$ cat src/rtl/axi_lite_arbiter_n.sv
// N-master AXI-lite arbiter: one transaction at a time is routed to the single xbar port.
// The grant is held from the address handshake until the final R or B handshake.
module axi_lite_arbiter_n #(
    parameter int NUM_MASTERS = 2,
    parameter int ADDR_W      = 32,
    parameter int DATA_W      = 32,
    parameter int RR_MODE     = 0
) (
    input  logic                          clk,
    input  logic                          rst_n,
    input  logic [NUM_MASTERS*ADDR_W-1:0] m_araddr,
    input  logic [NUM_MASTERS-1:0]        m_arvalid,
    output logic [NUM_MASTERS-1:0]        m_arready,
    output logic [NUM_MASTERS*DATA_W-1:0] m_rdata,
    output logic [NUM_MASTERS*2-1:0]      m_rresp,
    output logic [NUM_MASTERS-1:0]        m_rvalid,
    input  logic [NUM_MASTERS-1:0]        m_rready,
    input  logic [NUM_MASTERS*ADDR_W-1:0] m_awaddr,
    input  logic [NUM_MASTERS-1:0]        m_awvalid,
    output logic [NUM_MASTERS-1:0]        m_awready,
    input  logic [NUM_MASTERS*DATA_W-1:0] m_wdata,
    input  logic [NUM_MASTERS*DATA_W/8-1:0] m_wstrb,
    input  logic [NUM_MASTERS-1:0]        m_wvalid,
    output logic [NUM_MASTERS-1:0]        m_wready,
    output logic [NUM_MASTERS*2-1:0]      m_bresp,
    output logic [NUM_MASTERS-1:0]        m_bvalid,
    input  logic [NUM_MASTERS-1:0]        m_bready,
    output logic [ADDR_W-1:0]             arbiter_xbar_araddr,
    output logic                          arbiter_xbar_arvalid,
    output logic                          arbiter_xbar_rready,
    output logic [ADDR_W-1:0]             arbiter_xbar_awaddr,
    output logic                          arbiter_xbar_awvalid,
    output logic [DATA_W-1:0]             arbiter_xbar_wdata,
    output logic [DATA_W/8-1:0]           arbiter_xbar_wstrb,
    output logic                          arbiter_xbar_wvalid,
    output logic                          arbiter_xbar_bready,
    input  logic                          arbiter_xbar_arready,
    input  logic [DATA_W-1:0]             arbiter_xbar_rdata,
    input  logic [1:0]                    arbiter_xbar_rresp,
    input  logic                          arbiter_xbar_rvalid,
    input  logic                          arbiter_xbar_awready,
    input  logic                          arbiter_xbar_wready,
    input  logic [1:0]                    arbiter_xbar_bresp,
    input  logic                          arbiter_xbar_bvalid
);

    localparam int GW     = (NUM_MASTERS > 1) ? $clog2(NUM_MASTERS) : 1;
    localparam int STRB_W = DATA_W / 8;

    typedef enum logic [2:0] {
        IDLE    = 3'd0,
        RD_ADDR = 3'd1,
        RD_DATA = 3'd2,
        WR_ADDR = 3'd3,
        WR_RESP = 3'd4
    } state_t;

    state_t          state_r, state_s;
    logic [GW-1:0]   grant_r, grant_s;
    logic [GW-1:0]   rr_ptr_r, rr_ptr_s;
    logic            aw_done_r, aw_done_s;
    logic            w_done_r, w_done_s;
    logic [GW-1:0]   win_s;
    logic [GW-1:0]   scan_s;
    logic            found_s;
    logic [NUM_MASTERS-1:0] req_s;
    logic [NUM_MASTERS-1:0] gnt_oh_s;
    logic            ar_en_s, r_en_s, aw_en_s, w_en_s, b_en_s;
    logic            ar_hs_s, r_hs_s, aw_hs_s, w_hs_s, b_hs_s;

    logic [ADDR_W-1:0] araddr_a [NUM_MASTERS];
    logic [ADDR_W-1:0] awaddr_a [NUM_MASTERS];
    logic [DATA_W-1:0] wdata_a  [NUM_MASTERS];
    logic [STRB_W-1:0] wstrb_a  [NUM_MASTERS];

    function automatic logic [GW-1:0] next_idx(input logic [GW-1:0] idx);
        return (int'(idx) == NUM_MASTERS - 1) ? {GW{1'b0}} : GW'(int'(idx) + 1);
    endfunction

    assign req_s = m_awvalid | m_arvalid;

    // Channel enables come only from registered state, so nothing leaks while idle.
    assign ar_en_s = (state_r == RD_ADDR);
    assign r_en_s  = (state_r == RD_DATA);
    assign aw_en_s = (state_r == WR_ADDR) & ~aw_done_r;
    assign w_en_s  = (state_r == WR_ADDR) & ~w_done_r;
    assign b_en_s  = (state_r == WR_RESP);

    for (genvar i = 0; i < NUM_MASTERS; i++) begin : g_m
        assign araddr_a[i] = m_araddr[i*ADDR_W +: ADDR_W];
        assign awaddr_a[i] = m_awaddr[i*ADDR_W +: ADDR_W];
        assign wdata_a[i]  = m_wdata[i*DATA_W +: DATA_W];
        assign wstrb_a[i]  = m_wstrb[i*STRB_W +: STRB_W];
        assign gnt_oh_s[i] = (grant_r == GW'(i));
        assign m_arready[i] = ar_en_s & gnt_oh_s[i] & arbiter_xbar_arready;
        assign m_rvalid[i]  = r_en_s & gnt_oh_s[i] & arbiter_xbar_rvalid;
        assign m_rdata[i*DATA_W +: DATA_W] = (r_en_s & gnt_oh_s[i]) ? arbiter_xbar_rdata : {DATA_W{1'b0}};
        assign m_rresp[i*2 +: 2] = (r_en_s & gnt_oh_s[i]) ? arbiter_xbar_rresp : 2'b00;
        assign m_awready[i] = aw_en_s & gnt_oh_s[i] & arbiter_xbar_awready;
        assign m_wready[i]  = w_en_s & gnt_oh_s[i] & arbiter_xbar_wready;
        assign m_bvalid[i]  = b_en_s & gnt_oh_s[i] & arbiter_xbar_bvalid;
        assign m_bresp[i*2 +: 2] = (b_en_s & gnt_oh_s[i]) ? arbiter_xbar_bresp : 2'b00;
    end

    assign arbiter_xbar_araddr  = ar_en_s ? araddr_a[grant_r] : {ADDR_W{1'b0}};
    assign arbiter_xbar_arvalid = ar_en_s & m_arvalid[grant_r];
    assign arbiter_xbar_rready  = r_en_s & m_rready[grant_r];
    assign arbiter_xbar_awaddr  = aw_en_s ? awaddr_a[grant_r] : {ADDR_W{1'b0}};
    assign arbiter_xbar_awvalid = aw_en_s & m_awvalid[grant_r];
    assign arbiter_xbar_wdata   = w_en_s ? wdata_a[grant_r] : {DATA_W{1'b0}};
    assign arbiter_xbar_wstrb   = w_en_s ? wstrb_a[grant_r] : {STRB_W{1'b0}};
    assign arbiter_xbar_wvalid  = w_en_s & m_wvalid[grant_r];
    assign arbiter_xbar_bready  = b_en_s & m_bready[grant_r];

    assign ar_hs_s = arbiter_xbar_arvalid & arbiter_xbar_arready;
    assign r_hs_s  = r_en_s & arbiter_xbar_rvalid & m_rready[grant_r];
    assign aw_hs_s = arbiter_xbar_awvalid & arbiter_xbar_awready;
    assign w_hs_s  = arbiter_xbar_wvalid & arbiter_xbar_wready;
    assign b_hs_s  = b_en_s & arbiter_xbar_bvalid & m_bready[grant_r];

    // Winner selection: highest index in fixed mode, first upward from rr_ptr in round-robin.
    always_comb begin
        win_s   = {GW{1'b0}};
        scan_s  = {GW{1'b0}};
        found_s = 1'b0;
        if (RR_MODE == 0) begin
            for (int i = 0; i < NUM_MASTERS; i++) begin
                win_s = req_s[i] ? GW'(i) : win_s;
            end
        end else begin
            for (int k = 0; k < NUM_MASTERS; k++) begin
                scan_s = GW'((int'(rr_ptr_r) + k) % NUM_MASTERS);
                if (!found_s && req_s[scan_s]) begin
                    win_s   = scan_s;
                    found_s = 1'b1;
                end else begin
                    found_s = found_s;
                end
            end
        end
    end

    // Next-state logic; write wins over read within the chosen master.
    always_comb begin
        state_s   = state_r;
        grant_s   = grant_r;
        rr_ptr_s  = rr_ptr_r;
        aw_done_s = aw_done_r;
        w_done_s  = w_done_r;
        case (state_r)
            IDLE: begin
                if (|req_s) begin
                    grant_s  = win_s;
                    state_s  = m_awvalid[win_s] ? WR_ADDR : RD_ADDR;
                    rr_ptr_s = (RR_MODE != 0) ? next_idx(win_s) : rr_ptr_r;
                end else begin
                    state_s = IDLE;
                end
            end
            RD_ADDR: begin
                if (ar_hs_s) state_s = RD_DATA;
                else         state_s = RD_ADDR;
            end
            RD_DATA: begin
                if (r_hs_s) state_s = IDLE;
                else        state_s = RD_DATA;
            end
            WR_ADDR: begin
                if ((aw_done_r | aw_hs_s) & (w_done_r | w_hs_s)) begin
                    state_s   = WR_RESP;
                    aw_done_s = 1'b0;
                    w_done_s  = 1'b0;
                end else begin
                    aw_done_s = aw_done_r | aw_hs_s;
                    w_done_s  = w_done_r | w_hs_s;
                end
            end
            WR_RESP: begin
                if (b_hs_s) state_s = IDLE;
                else        state_s = WR_RESP;
            end
            default: begin
                state_s   = IDLE;
                aw_done_s = 1'b0;
                w_done_s  = 1'b0;
            end
        endcase
    end

    // State, grant, round-robin pointer and write-phase flags.
    always_ff @(posedge clk) begin
        if (!rst_n) begin
            state_r   <= IDLE;
            grant_r   <= {GW{1'b0}};
            rr_ptr_r  <= {GW{1'b0}};
            aw_done_r <= 1'b0;
            w_done_r  <= 1'b0;
        end else begin
            state_r   <= state_s;
            grant_r   <= grant_s;
            rr_ptr_r  <= rr_ptr_s;
            aw_done_r <= aw_done_s;
            w_done_r  <= w_done_s;
        end
    end

endmodule

$ cat config.mk
export PLATFORM = sky130hd
export DESIGN_NAME = axi_lite_arbiter_n
export DESIGN_NICKNAME = d
export VERILOG_FILES = /design/src/rtl/axi_lite_arbiter_n.sv
export SDC_FILE = /design/constraint.sdc
export NUM_CORES = 1
export LEC_CHECK = 0
export BUFFER_PORTS_ARGS = -buffer_cell sky130_fd_sc_hd__buf_4
export CORE_AREA = 2 2 170 172
export DETAILED_ROUTE_END_ITERATION = 10
export DIE_AREA = 0 0 172 174
export PLACE_DENSITY = 0.45
export SETUP_SLACK_MARGIN = 0.1
export SYNTH_ARGS = -nofsm -noshare
export SYNTH_HDL_FRONTEND = slang
export SYNTH_SLANG_ARGS = --single-unit
$ cat constraint.sdc
create_clock -name clk -period 1.69 [get_ports clk]
set_input_delay 0.0845 -clock clk [delete_from_list [all_inputs] [get_ports clk]]
set_output_delay 0.0845 -clock clk [all_outputs]
set_load 0.1 [all_outputs]
==> results of run 1 <==
## path summary, 6_finish.rpt
| check | startpoint | endpoint | depth (start not counted) | slack (ns) |
|---|---|---|---|---|
| setup / recovery | state_r[0]$_SDFFE_PN0P_ | arbiter_xbar_awaddr[31] | 5 | -0.02 |
| hold / removal | rst_n | grant_r$_SDFFE_PN0P_ | 2 | 0.11 |
| setup reg to reg | grant_r$_SDFFE_PN0P_ | state_r[1]$_SDFFE_PN0P_ | 6 | 0.12 |
| hold reg to reg | w_done_r$_SDFFE_PN0N_ | w_done_r$_SDFFE_PN0N_ | 1 | 0.54 |
## area by class of cell
cell class / instances / area, um^2
fill: 2719 / 17340
timing repair buffer: 501 / 6450
multi-input combinational: 343 / 3747
tap: 384 / 480.5
sequential: 6 / 130.1
clock buffer: 4 / 78.83
inverter: 2 / 7.507
## metal layers
metal / global-route usage / wire [um] / up-vias
li1: - / - / 2239
met1: 0.1462 / 8217 / 2169
met2: 0.2323 / 11980 / 211
met3: 0.02277 / 1623 / 18
met4: 0.01401 / 228 / 0
met5: 0 / 0 / -
## timing repair
item | 4_1_cts | 5_1_grt
setup endpoints to repair | 185 | 192
pin swaps | 1 | 19
buffers inserted | 2 | 8
gates resized for setup | 460 | 257
cloned | 2 | 12
## Yosys cell counts
| cell | count |
|---|---|
| and4bb_2 | 1 |
| nand2_2 | 1 |
| nor2b_1 | 3 |
| and4bb_1 | 1 |
| dfxtp_1 | 6 |
| inv_1 | 2 |
| mux2i_1 | 104 |
| nor3b_1 | 2 |
| mux2_2 | 1 |
| a21oi_1 | 1 |
| nor2_1 | 116 |
| buf_2 | 11 |
| clkbuf_2 | 3 |
| and2_1 | 71 |
| o32ai_1 | 2 |
| buf_6 | 8 |
| nor3_1 | 2 |
| o211a_1 | 2 |
| and3_1 | 8 |
| nor4_1 | 1 |
| nand2_1 | 14 |
| o21a_1 | 2 |
| clkbuf_1 | 3 |
| o22ai_1 | 1 |
| a31oi_1 | 1 |
| buf_4 | 9 |
| or3_1 | 2 |
| nor2_2 | 2 |
| or3_4 | 1 |
| o21ai_1 | 4 |
## power breakdown
part           leakage [nW]  internal (W)  switching (W)  total, W
sequential           0.0511      0.000183      0.0000541  0.000237
clock                0.0382      0.000313      0.0000847  0.000398
combinational          4.36       0.00495        0.00738    0.0123
## cells by family after synthesis
group / synth area share
AO/OA/AOI/OAI: 0.03453
buffers and inverters: 0.09448
flip-flops: 0.04605
multiplexers: 0.4034
AND/OR/NAND/NOR: 0.4216
## registers in the layout, indices dropped and copies added (netlist names)
register and cells:
grant_r 1, w_done_r 1, state_r 3, aw_done_r 1
## worst register-to-register path, stage by stage (launching register included)
cell and delay, ns:
dfxtp_4 0.41, buf_6 0.15, buf_16 0.14, mux2i_4 0.26, o32ai_2 0.11, o32ai_2 0.26
o21a_1 0.17
## through the flow
| step | utilization | total power [W] |
|---|---|---|
| after floorplan | - | 0.006978 |
| after global placement | 0.2584 | 0.009125 |
| after detailed placement | 0.2584 | 0.009125 |
| after CTS | 0.3317 | 0.01130 |
| after global routing | 0.3858 | 0.01335 |
| final | 0.3858 | 0.01296 |
## cell usage in the layout, fill, tap and decap left out, types with 2 or more instances in the layout
master,instances
dfxtp_1,2
and3_2,6
nor2_2,18
dfxtp_4,2
nand2_1,9
o21a_1,2
buf_8,14
o21ai_1,3
mux2i_1,35
nand2_2,3
nor3_1,2
mux2i_4,34
dfxtp_2,2
and4bb_2,2
buf_4,276
inv_1,2
buf_12,179
nand2_4,2
clkbuf_16,13
buf_16,4
nor2_4,96
mux2i_2,35
o32ai_2,2
and2_2,69
and3_4,2
o211a_1,2
buf_6,17
nor2b_1,2
or3_4,3
nor2_1,4
==> flow_summary.toml, run 1 <==
[timing]
fin_setup_tns_ns = -0.1942
tightest_slew_ns = 0.3540
setup_slack_ns = -0.02468
fin_crit_ns = 1.715
rsz0062_at_grt = "true"
holdWs_ns = 0.1125
period_share = 1.015
setup_viol = 15
clock_skew_ns = 0.001895
max_slew_margin = 0.7573
clock.fmax_ghz = 0.5832
finalHoldViolations = 0
drv_slew = 0

[grt]
grt_pass1_wl_mm = 28.38
grt_max_degree = 36
grt.total_usage = 0.1228
grt_pass1_vias = 4683
antenna_found_initial = 0
grt.overflow.total = 0

[clock_network]
hold_buffers = 0
clk_root_buffer_cell = "clkbuf_16"
cts_max_level = 1
cts.clk_slew.worst_paths_ns = 0.03
cts_buffer_depth = 2
cts.sinks = 6
numCtsBuffers = 3
cts_tree = "built"
clock_latency_ns = 0.23

[floorplan]
start_util = 0.09239
die-area_mm2 = 0.02993
die_y_um = 174
die_w_um = 172
core_region_area_mm2 = 0.02824
row_count = 62
ioPinCount = 440

[worst_setup_path]
crit_fanout = 12
crit_top_cell = "buf_12"
critPathLaunchType = "flop"
slowest_delay_ns = 0.43
endpoint_kind = "primary output"
path_class = "reg -> out"
worstPathCellList = "nand2_4, or3_4, buf_12, nor2_4, buf_12"
cp_top_family = "simple AND/OR/NAND/NOR gates"
path_buf_inv = 2
worstPathRequired_ns = 1.61
cpMaxStageDelayCell = "or3_4"
crit_arrival_ns = 1.63

[placed_design]
place_inst = 1212
dp_hpwl_mm = 15.61
dpl-instance-area_mm2 = 0.007297
place_worst_setup_slack_ns = 0.08649
port_buffers = 439
place.gp.congestion = 0.7533

[power]
leakagePower_nw = 4.446
ir_drop_uv = 481.7
cellPowerDensity_mw_per_mm2 = 1190

[synthesis]
synth_cell_type_count = 30
syn_area_mm2 = 0.002609
post_synth_main_area_contributors = "mux2i_1 40%, and2_1 17%, nor2_1 17%"
yosysSeqAreaShare = 0.04604
yosys_warnings = 0
syn_nets = 638
netlist.area_leader.share = 0.3990
synthCells = 385
yosys.area.top_type = "mux2i_1"
avgSynthCellArea_um2 = 6.776
synth_seq_cells = 6

[final_layout]
final_layout_size_suffix_gt1_frac = 0.9182
design_area_mm2 = 0.01089
syn_to_final_growth_pct = 317.6
nets = 1110
antenna_cells = 0
instances_no_fill = 1240

[route]
drc = 0
wl_mm = 22.05
vias = 4637
wl_per_cell_um = 17.78
initialDrtViolationCount = 94
dr.pass1.iters = 5
via_per_inst = 3.740
drtAntennaViolNets = 0

[outcome]
violations = "negative setup slack"
outcome = "complete, but fails checks"

[job]
maxCapViolations = 0

[hold_path]
hold_path_class = "in -> reg"
Note: power is estimated with default switching activity, not from simulation.
==> run 2, diff against run 1 <==
--- a/config.mk
+++ b/config.mk
@@ -5,7 +5,7 @@
 export SDC_FILE = /design/constraint.sdc
 export NUM_CORES = 1
 export LEC_CHECK = 0
-export BUFFER_PORTS_ARGS = -buffer_cell sky130_fd_sc_hd__buf_4
+export BUFFER_PORTS_ARGS = -buffer_cell sky130_fd_sc_hd__buf_2
 export CORE_AREA = 2 2 170 172
 export DETAILED_ROUTE_END_ITERATION = 10
 export DIE_AREA = 0 0 172 174
==> flow_summary.toml, run 2 (synthesized netlist as in run 1, its figures left out) <==
[outcome]
outcome = "complete, but fails checks"
violations = "negative setup slack"

[timing]
setup_viol = 32
fin_crit_ns = 1.711
drv_slew = 0
fin_setup_tns_ns = -0.1920
setup_slack_ns = -0.02064
period_share = 1.012
holdWs_ns = 0.1318
clock.fmax_ghz = 0.5846
clock_skew_ns = 0.002713
max_slew_margin = 0.7862
finalHoldViolations = 0
tightest_slew_ns = 0.3118
rsz0062_at_grt = "true"

[worst_setup_path]
r2r_cells = 6
endpoint_kind = "primary output"
ff2ff_setup_slack_ns = 0.17
worstPathCellList = "buf_12, buf_12, buf_8, buf_6, mux2i_2, nor2_2, buf_12"
path_buf_inv = 5
cpMaxStageDelayCell = "dfxtp_4"
r2r_end = "state_r[2]$_SDFFE_PN0P_"
crit_top_cell = "buf_12"
critPathLaunchType = "flop"
r2r_start = "grant_r$_SDFFE_PN0P_"
worstPathRequired_ns = 1.61
crit_fanout = 7
crit_arrival_ns = 1.63
path_class = "reg -> out"
slowest_delay_ns = 0.39
cp_top_family = "buffers and inverters"

[hold_path]
min_from = "rst_n"
hold-path-cell-count = 2
min_to = "state_r[0]$_SDFFE_PN0P_"
hold_path_class = "in -> reg"

[grt]
grt.total_usage = 0.1232
antenna_found_initial = 1
grt_pass1_wl_mm = 28.08
grt_max_degree = 36
grt.overflow.total = 0
grt_pass1_vias = 4640

[placed_design]
port_buffers = 439
place.gp.congestion = 0.7673
place_inst = 1223
dp_hpwl_mm = 16.54

[route]
drc = 0
wl_per_cell_um = 16.07
drtAntennaViolNets = 0
wl_mm = 20.38
initialDrtViolationCount = 96
vias = 4629
dr.pass1.iters = 4
via_per_inst = 3.651

[clock_network]
cts.sinks = 6
cts.clk_slew.worst_paths_ns = 0.04
cts_buffer_depth = 2
clk_root_buffer_cell = "clkbuf_16"
cts_tree = "built"
numCtsBuffers = 3
cts_max_level = 1
clock_latency_ns = 0.23

[floorplan]
ioPinCount = 440
core_region_area_mm2 = 0.02824
die-area_mm2 = 0.02993
die_w_um = 172
start_util = 0.09239
die_y_um = 174
row_count = 62

[final_layout]
largest_register_ffs = 3
final_layout_size_suffix_gt1_frac = 0.9002
syn_to_final_growth_pct = 304.5
final_cell_mix = "252 x buf_2, 207 x buf_12, 97 x nor2_4"
top_register = "state_r"
instances_no_fill = 1268
layout_commonest_cell = "buf_2"
nets = 1136

[power]
ir_drop_uv = 563.1
cellPowerDensity_mw_per_mm2 = 1229
total_power_w = 0.01297
leakagePower_nw = 4.375

[job]
maxCapViolations = 0
==> run 2: final cells by class <==
class | instances | area, um^2
Timing Repair Buffer | 527 | 6180
Fill cell | 2798 | 17690
Tap cell | 384 | 480.5
Inverter | 2 | 7.507
Antenna cell | 2 | 5.005
Sequential cell | 6 | 135.1
Multi-Input combinational cell | 343 | 3665
Clock buffer | 4 | 78.83
==> run 2: power breakdown <==
| part | internal [W] | switching (W) | leakage (nW) |
|---|---|---|---|
| clock | 0.000314 | 0.0000883 | 0.0382 |
| sequential | 0.000186 | 0.0000812 | 0.0517 |
| combinational | 0.00500 | 0.00729 | 4.29 |
==> run 2: worst max path at each step <==
| stage | start | to | slack (ns) | cells past startpoint |
|---|---|---|---|---|
| 3_3_place_gp | grant_r$_SDFFE_PN0P_ | arbiter_xbar_araddr[10] | 0.08 | 6 |
| 6_report | grant_r$_SDFFE_PN0P_ | arbiter_xbar_araddr[4] | -0.02 | 7 |
| 2_1_floorplan | grant_r$_SDFFE_PN0P_ | m_bresp[2] | -0.16 | 5 |
| 3_5_place_dp | state_r[0]$_SDFFE_PN0P_ | arbiter_xbar_wdata[6] | 0.07 | 5 |
| 5_1_grt | state_r[0]$_SDFFE_PN0P_ | arbiter_xbar_wdata[6] | -0.07 | 5 |
| 4_1_cts | state_r[0]$_SDFFE_PN0P_ | arbiter_xbar_wdata[19] | -0.06 | 5 |
==> run 2: through the flow <==
stage / utilization / cell area [um^2] / worst slack, ns
after floorplan: - / 3371 / -0.1616
after global placement: 0.3218 / 9086 / 0.08112
after detailed placement: 0.3218 / 9086 / 0.06731
after CTS: 0.3621 / 10220 / -0.06433
after global routing: 0.3736 / 10550 / -0.07005
final: 0.3737 / 10550 / -0.02064
==> run 2: layer usage <==
metal / wire [um] / up-vias / GRT usage
met5: 0 / - / 0
met4: 146 / 0 / 0.01681
met3: 1318 / 12 / 0.01935
met2: 11140 / 188 / 0.2319
met1: 7773 / 2147 / 0.1487
li1: - / 2282 / -
==> run 2: repair_timing <==
action	CTS	global route
hold buffers	0	0
gates resized for setup	154	66
gates cloned	7	3
buffers inserted	27	6
pin swaps	29	24
endpoints found under the setup margin	185	186
==> run 2: worst register-to-register path, delay by kind of cell, from the launching register on <==
kind	cells	cell delay [ns]
flip-flops	1	0.43
AND/OR/NAND/NOR	2	0.34
buffers and inverters	2	0.22
multiplexers	1	0.33
AO/OA/AOI/OAI	1	0.11
